[src/rtl/pc_sequencer_if.sv]
// Command/status bus between CHIP-8 decode (master) and the program-counter unit (slave).
interface pc_sequencer_if #(
    parameter int unsigned ADDR_W      = 12,
    parameter int unsigned STACK_DEPTH = 16
);
    localparam int unsigned DEPTH_W = $clog2(STACK_DEPTH + 1);

    logic               stall;
    logic               advance;
    logic               skip;
    logic               jump;
    logic               rel_jump;
    logic               call;
    logic               ret;
    logic [ADDR_W-1:0]  target;
    logic [7:0]         offset;
    logic [ADDR_W-1:0]  pc;
    logic [DEPTH_W-1:0] depth;
    logic               stack_full;
    logic               stack_empty;
    logic               fault;

    modport master (
        output stall, advance, skip, jump, rel_jump, call, ret, target, offset,
        input  pc, depth, stack_full, stack_empty, fault
    );

    modport slave (
        input  stall, advance, skip, jump, rel_jump, call, ret, target, offset,
        output pc, depth, stack_full, stack_empty, fault
    );
endinterface

[src/rtl/pc_sequencer.sv]
// CHIP-8 program counter with register-based call/return stack, skip and relative jump.
// Optional PC_STACK_FAULT_EN: stack overflow/underflow raises a sticky fault that freezes the unit.
module pc_sequencer #(
    parameter int unsigned ADDR_W      = 12,
    parameter int unsigned START_ADDR  = 'h200,
    parameter int unsigned STACK_DEPTH = 16
) (
    input  logic          clk,
    input  logic          rst_n,
    pc_sequencer_if.slave bus
);
    localparam int unsigned DEPTH_W = $clog2(STACK_DEPTH + 1);
    localparam int unsigned PTR_W   = $clog2(STACK_DEPTH);

    logic [ADDR_W-1:0]  pc_q, pc_d;
    logic [DEPTH_W-1:0] depth_q, depth_d;
    logic [ADDR_W-1:0]  stack_q [STACK_DEPTH];
    logic [PTR_W-1:0]   push_ptr, pop_ptr;
    logic [ADDR_W-1:0]  push_data;
    logic               push_en;
    logic               full, empty;
    logic               fault_q;
`ifdef PC_STACK_FAULT_EN
    logic               fault_d;
`endif

    assign full     = (depth_q == DEPTH_W'(STACK_DEPTH));
    assign empty    = (depth_q == '0);
    assign push_ptr = PTR_W'(depth_q);
    assign pop_ptr  = PTR_W'(depth_q - DEPTH_W'(1));

    // Next-state: stall > jump > rel_jump > call > ret > skip > advance; otherwise hold.
    always_comb begin
        pc_d      = pc_q;
        depth_d   = depth_q;
        push_en   = 1'b0;
        push_data = pc_q + ADDR_W'(2);
`ifdef PC_STACK_FAULT_EN
        fault_d   = fault_q;
`endif
        if (!bus.stall && !fault_q) begin
            if (bus.jump) begin
                pc_d = bus.target;
            end else if (bus.rel_jump) begin
                pc_d = bus.target + ADDR_W'(bus.offset);
            end else if (bus.call) begin
                if (!full) begin
                    push_en = 1'b1;
                    depth_d = depth_q + DEPTH_W'(1);
                    pc_d    = bus.target;
                end else begin
`ifdef PC_STACK_FAULT_EN
                    fault_d = 1'b1;
`else
                    pc_d    = bus.target;
`endif
                end
            end else if (bus.ret) begin
                if (!empty) begin
                    pc_d    = stack_q[pop_ptr];
                    depth_d = depth_q - DEPTH_W'(1);
                end
`ifdef PC_STACK_FAULT_EN
                else begin
                    fault_d = 1'b1;
                end
`endif
            end else if (bus.skip) begin
                pc_d = pc_q + ADDR_W'(4);
            end else if (bus.advance) begin
                pc_d = pc_q + ADDR_W'(2);
            end
        end
    end

    always_ff @(posedge clk or negedge rst_n) begin
        if (!rst_n) begin
            pc_q    <= ADDR_W'(START_ADDR);
            depth_q <= '0;
        end else begin
            pc_q    <= pc_d;
            depth_q <= depth_d;
        end
    end

`ifdef PC_STACK_FAULT_EN
    always_ff @(posedge clk or negedge rst_n) begin
        if (!rst_n) fault_q <= 1'b0;
        else        fault_q <= fault_d;
    end
`else
    assign fault_q = 1'b0;
`endif

    // Return-address storage is deliberately left out of reset.
    always_ff @(posedge clk) begin
        if (push_en) stack_q[push_ptr] <= push_data;
    end

    assign bus.pc          = pc_q;
    assign bus.depth       = depth_q;
    assign bus.stack_full  = full;
    assign bus.stack_empty = empty;
    assign bus.fault       = fault_q;
endmodule
[src/flat_wrapper.sv]
// flat-port wrapper written by rule: the top's interface ports become plain ports
module pc_sequencer_flat 
#(
    parameter int unsigned ADDR_W      = 12,
    parameter int unsigned START_ADDR  = 'h200,
    parameter int unsigned STACK_DEPTH = 16
)
  (clk, rst_n, bus_stall, bus_advance, bus_skip, bus_jump, bus_rel_jump, bus_call, bus_ret, bus_target, bus_offset, bus_pc, bus_depth, bus_stack_full, bus_stack_empty, bus_fault);
  pc_sequencer_if #(.ADDR_W(ADDR_W), .STACK_DEPTH(STACK_DEPTH)) bus_i ();
  input  logic clk;
  input  logic rst_n;
  input wire logic [$bits(bus_i.stall)-1:0] bus_stall;
  input wire logic [$bits(bus_i.advance)-1:0] bus_advance;
  input wire logic [$bits(bus_i.skip)-1:0] bus_skip;
  input wire logic [$bits(bus_i.jump)-1:0] bus_jump;
  input wire logic [$bits(bus_i.rel_jump)-1:0] bus_rel_jump;
  input wire logic [$bits(bus_i.call)-1:0] bus_call;
  input wire logic [$bits(bus_i.ret)-1:0] bus_ret;
  input wire logic [$bits(bus_i.target)-1:0] bus_target;
  input wire logic [$bits(bus_i.offset)-1:0] bus_offset;
  output wire logic [$bits(bus_i.pc)-1:0] bus_pc;
  output wire logic [$bits(bus_i.depth)-1:0] bus_depth;
  output wire logic [$bits(bus_i.stack_full)-1:0] bus_stack_full;
  output wire logic [$bits(bus_i.stack_empty)-1:0] bus_stack_empty;
  output wire logic [$bits(bus_i.fault)-1:0] bus_fault;
  assign bus_i.stall = bus_stall;
  assign bus_i.advance = bus_advance;
  assign bus_i.skip = bus_skip;
  assign bus_i.jump = bus_jump;
  assign bus_i.rel_jump = bus_rel_jump;
  assign bus_i.call = bus_call;
  assign bus_i.ret = bus_ret;
  assign bus_i.target = bus_target;
  assign bus_i.offset = bus_offset;
  assign bus_pc = bus_i.pc;
  assign bus_depth = bus_i.depth;
  assign bus_stack_full = bus_i.stack_full;
  assign bus_stack_empty = bus_i.stack_empty;
  assign bus_fault = bus_i.fault;
  pc_sequencer #(.ADDR_W(ADDR_W), .START_ADDR(START_ADDR), .STACK_DEPTH(STACK_DEPTH)) u_core (.clk(clk), .rst_n(rst_n), .bus(bus_i));
endmodule
[config.mk]
export PLATFORM = sky130hd
export DESIGN_NAME = pc_sequencer_flat
export DESIGN_NICKNAME = d
export VERILOG_FILES = /design/src/rtl/pc_sequencer_if.sv /design/src/rtl/pc_sequencer.sv /design/src/flat_wrapper.sv
export SDC_FILE = /design/constraint.sdc
export NUM_CORES = 1
export LEC_CHECK = 0
export CAP_MARGIN = 20
export CELL_PAD_IN_SITES_DETAIL_PLACEMENT = 1
export CELL_PAD_IN_SITES_GLOBAL_PLACEMENT = 2
export CORE_ASPECT_RATIO = 1.75
export CORE_MARGIN = 2
export CORE_UTILIZATION = 48
export CTS_CLUSTER_DIAMETER = 120
export DETAILED_ROUTE_END_ITERATION = 8
export GPL_TIMING_DRIVEN = 0
export PLACE_DENSITY_LB_ADDON = 0.1
export SYNTH_ARGS = -nofsm -noshare
export SYNTH_HDL_FRONTEND = slang
export SYNTH_SLANG_ARGS = --single-unit
[constraint.sdc]
create_clock -name clk -period 7.59 [get_ports clk]
set_input_delay 1.518 -clock clk [delete_from_list [all_inputs] [get_ports clk]]
set_output_delay 1.518 -clock clk [all_outputs]
set_load 0.05 [all_outputs]
==> impl_metrics.yaml <==
status:
  status: "complete, no violations"
drt:
  wl_per_cell_um: 28.9
  highest_layer: "met4"
  viasPerCell: 6.19
  via_count: 5863
  met2RoutedLength_um: 15000
  drc: 0
  routed-wl-met3_um: 1040
  drtIter0Drc: 411
  dr.pass1.iters: 5
  final_antenna_net_count: 0
  drt-total-wl_um: 27300
  wl_met1_um: 9710
synth:
  yosysSeqAreaShare_pct: 65.3
  netlist_top_cells_area: "edfxtp_1 61%, mux4_2 11%, dfrtp_1 4.2%"
  synth_area_leader_cell: "edfxtp_1"
  ys_async_sr_fraction_pct: 8.13
  synth_edf_count: 192
  synth.avg_cell_area_um2: 15.6
  yosysWarnings: 0
  synth.distinct_cells: 65
  synth-seq-cells: 209
  synth_top_area_share_pct: 60.8
  synth_nets: 652
  synthCells: 607
  netlist_area_um2: 9480
  ys.flop_type: "edfxtp_1"
clocking:
  cts_tree: "built"
  cts_max_path_buffers: 3
  numCtsBuffers: 20
  cts_root_buffer: "clkbuf_16"
  postCtsSetupBuffers: 0
  worst_skew_pair.late_latency_ns: 0.49
  htreeDepth: 1
  cts_resized: 0
  holdBufCountCts: 0
  clkTransAtPathRegs_ns: 0.07
  cts_sinks: 209
floorplanning:
  die_area_um2: 20900
  die_h_um: 190
  coreArea_um2: 19600
  dieWidth_um: 110
  initial_core_util_pct: 48.5
  rows: 68
  ios: 49
worst_setup_path:
  max_stage_delay_ns: 0.70
  path_common_cell: "buf_6"
  endpoint_kind: "output pin"
  slowest_stage: "clkdlybuf4s50_1"
  crit_arrival_ns: 3.56
  worstSetupStartpoint: "u_core.bus.depth[0]"
  r2r-start: "u_core.bus.depth[0]"
  path_class: "reg -> out"
  start_kind: "flip-flop"
  path_max_fanout: 10
  required_ns: 6.07
  cp_cell_sequence: "buf_6, buf_6, buf_4, buf_2, inv_1, ha_1, nor2b_1, and2_1, clkdlybuf4s50_1"
layout:
  final_cells: 947
  diodes: 0
  drive_above_1_share_pct: 17.0
  synthToLayoutAreaGrowth_pct: 16.5
  final_nets: 734
power:
  power_density_nw_per_um2: 357
  max-vdd-ir-drop_uv: 282
  power.leakage_nw: 3.75
placed_design:
  dp.cells: 905
  dpl.hpwl_um: 19900
  place_ws_ns: 2.98
  place.gp.congestion: 0.893
  portBuffers: 44
grt:
  antenna_found_initial: 0
  grt_pass1_wl_um: 40100
  grt_max_degree: 19
  grt.total_usage_pct: 27.2
  grt_overflow: 0
  grt_pass1_vias: 6260
sta:
  drv_slew: 0
  max_freq_mhz: 197
  finalHoldViolations: 0
  setup_violations: 0
  post-route-min-period_ns: 5.08
  rsz0062_at_grt: "false"
  post-route-period-util_pct: 66.9
  setup_ws_ns: 2.51
  final.setup.tns_ns: 0
  worst_pin_slew_ns: 1.12
  fin_worst_skew_ns: 0.0139
  maxSlewHeadroom_pct: 25.4
job:
  maxCapViolCount: 0
hold_path:
  hold_class: "reg -> reg"
  hp-start: "u_core.bus.depth[4]"
## critical path: cells and delay by family, from the launching register on
| family | cells | cell delay (ns) |
|---|---|---|
| buf+inv | 6 | 1.93 |
| flops | 1 | 0.43 |
| simple gates | 2 | 0.38 |
| fa+ha+maj | 1 | 0.31 |
## layout by cell type, fill, tap and decap left out, drive strengths merged, types with 20 or more instances in the layout
cell type      netlist  routed
a21oi               21      21
buf                 17      33
clkbuf              14      38
clkdlybuf4s50        0      44
edfxtp             192     192
mux4                49      49
nand2               46      46
nand3               20      20
nor2                30      30
## cell usage after synthesis (all sizes together), types with 6 or more instances
master / n
buf: 17
nor2: 30
nand4: 6
mux4: 49
clkbuf: 14
a211oi: 7
and2: 6
o21ai: 19
edfxtp: 192
ha: 15
dfrtp: 16
nand2: 46
nor3: 13
mux2i: 11
inv: 18
xor2: 13
a31oi: 8
xnor2: 15
and3: 8
a21oi: 21
nand3: 20
## stage by stage
stage	utilization, %	instance area (um2)	hold slack, ns	total power, W
floorplan	-	9480	0.618	0.00246
global placement	52.3	10200	0.533	0.00291
detailed placement	52.8	10300	0.545	0.00297
CTS	56.2	11000	0.556	0.00397
global route	56.5	11000	0.568	0.00411
finish	56.5	11000	0.556	0.00395
## area by class of cell
class	instances	area, um2
Fill cell	1877	8520
Sequential cell	209	6190
Multi-Input combinational cell	349	3090
Timing Repair Buffer	60	583
Clock buffer	24	537
Tap cell	245	307
Buffer	31	159
Clock inverter	11	114
Inverter	18	67.6
## registers in the layout, indices dropped and copies added (netlist names)
| register | count |
|---|---|
| u_core.bus.pc | 12 |
| u_core.bus.depth | 5 |
| u_core.stack_q | 192 |
## power by group
group / internal (W) / switching [W]
sequential: 0.00137 / 0.0000598
combinational: 0.000601 / 0.000915
clock: 0.000576 / 0.000428
total: 0.00255 / 0.00140
## worst paths after layout
path / cells past startpoint / slack, ns / to
max in group asynchronous: 1 / 5.45 / u_core.bus.pc[2]
min: 1 / 0.56 / u_core.bus.depth[4]
max: 9 / 2.51 / bus_stack_empty
max reg2reg: 13 / 3.20 / u_core.bus.pc[11]
min reg2reg: 1 / 0.56 / u_core.bus.depth[4]
min in group asynchronous: 1 / 1.55 / u_core.bus.pc[1]
## kinds of logic after synthesis
kind of cell | Yosys count | share of synthesized area [%]
compound gates | 98 | 7.05
xor+xnor | 28 | 2.67
fa+ha+maj | 16 | 2.19
buf+inv | 49 | 2.39
flops | 209 | 65.3
mux | 61 | 13.1
other cells | 1 | 0.0396
simple gates | 145 | 7.28
## metal layers
layer	GRT usage, %	up-vias
met5	0	-
met4	13.5	0
met3	3.22	74
met2	49.5	187
met1	30.7	3035
li1	-	2567
(Power assumes the default switching activity.)
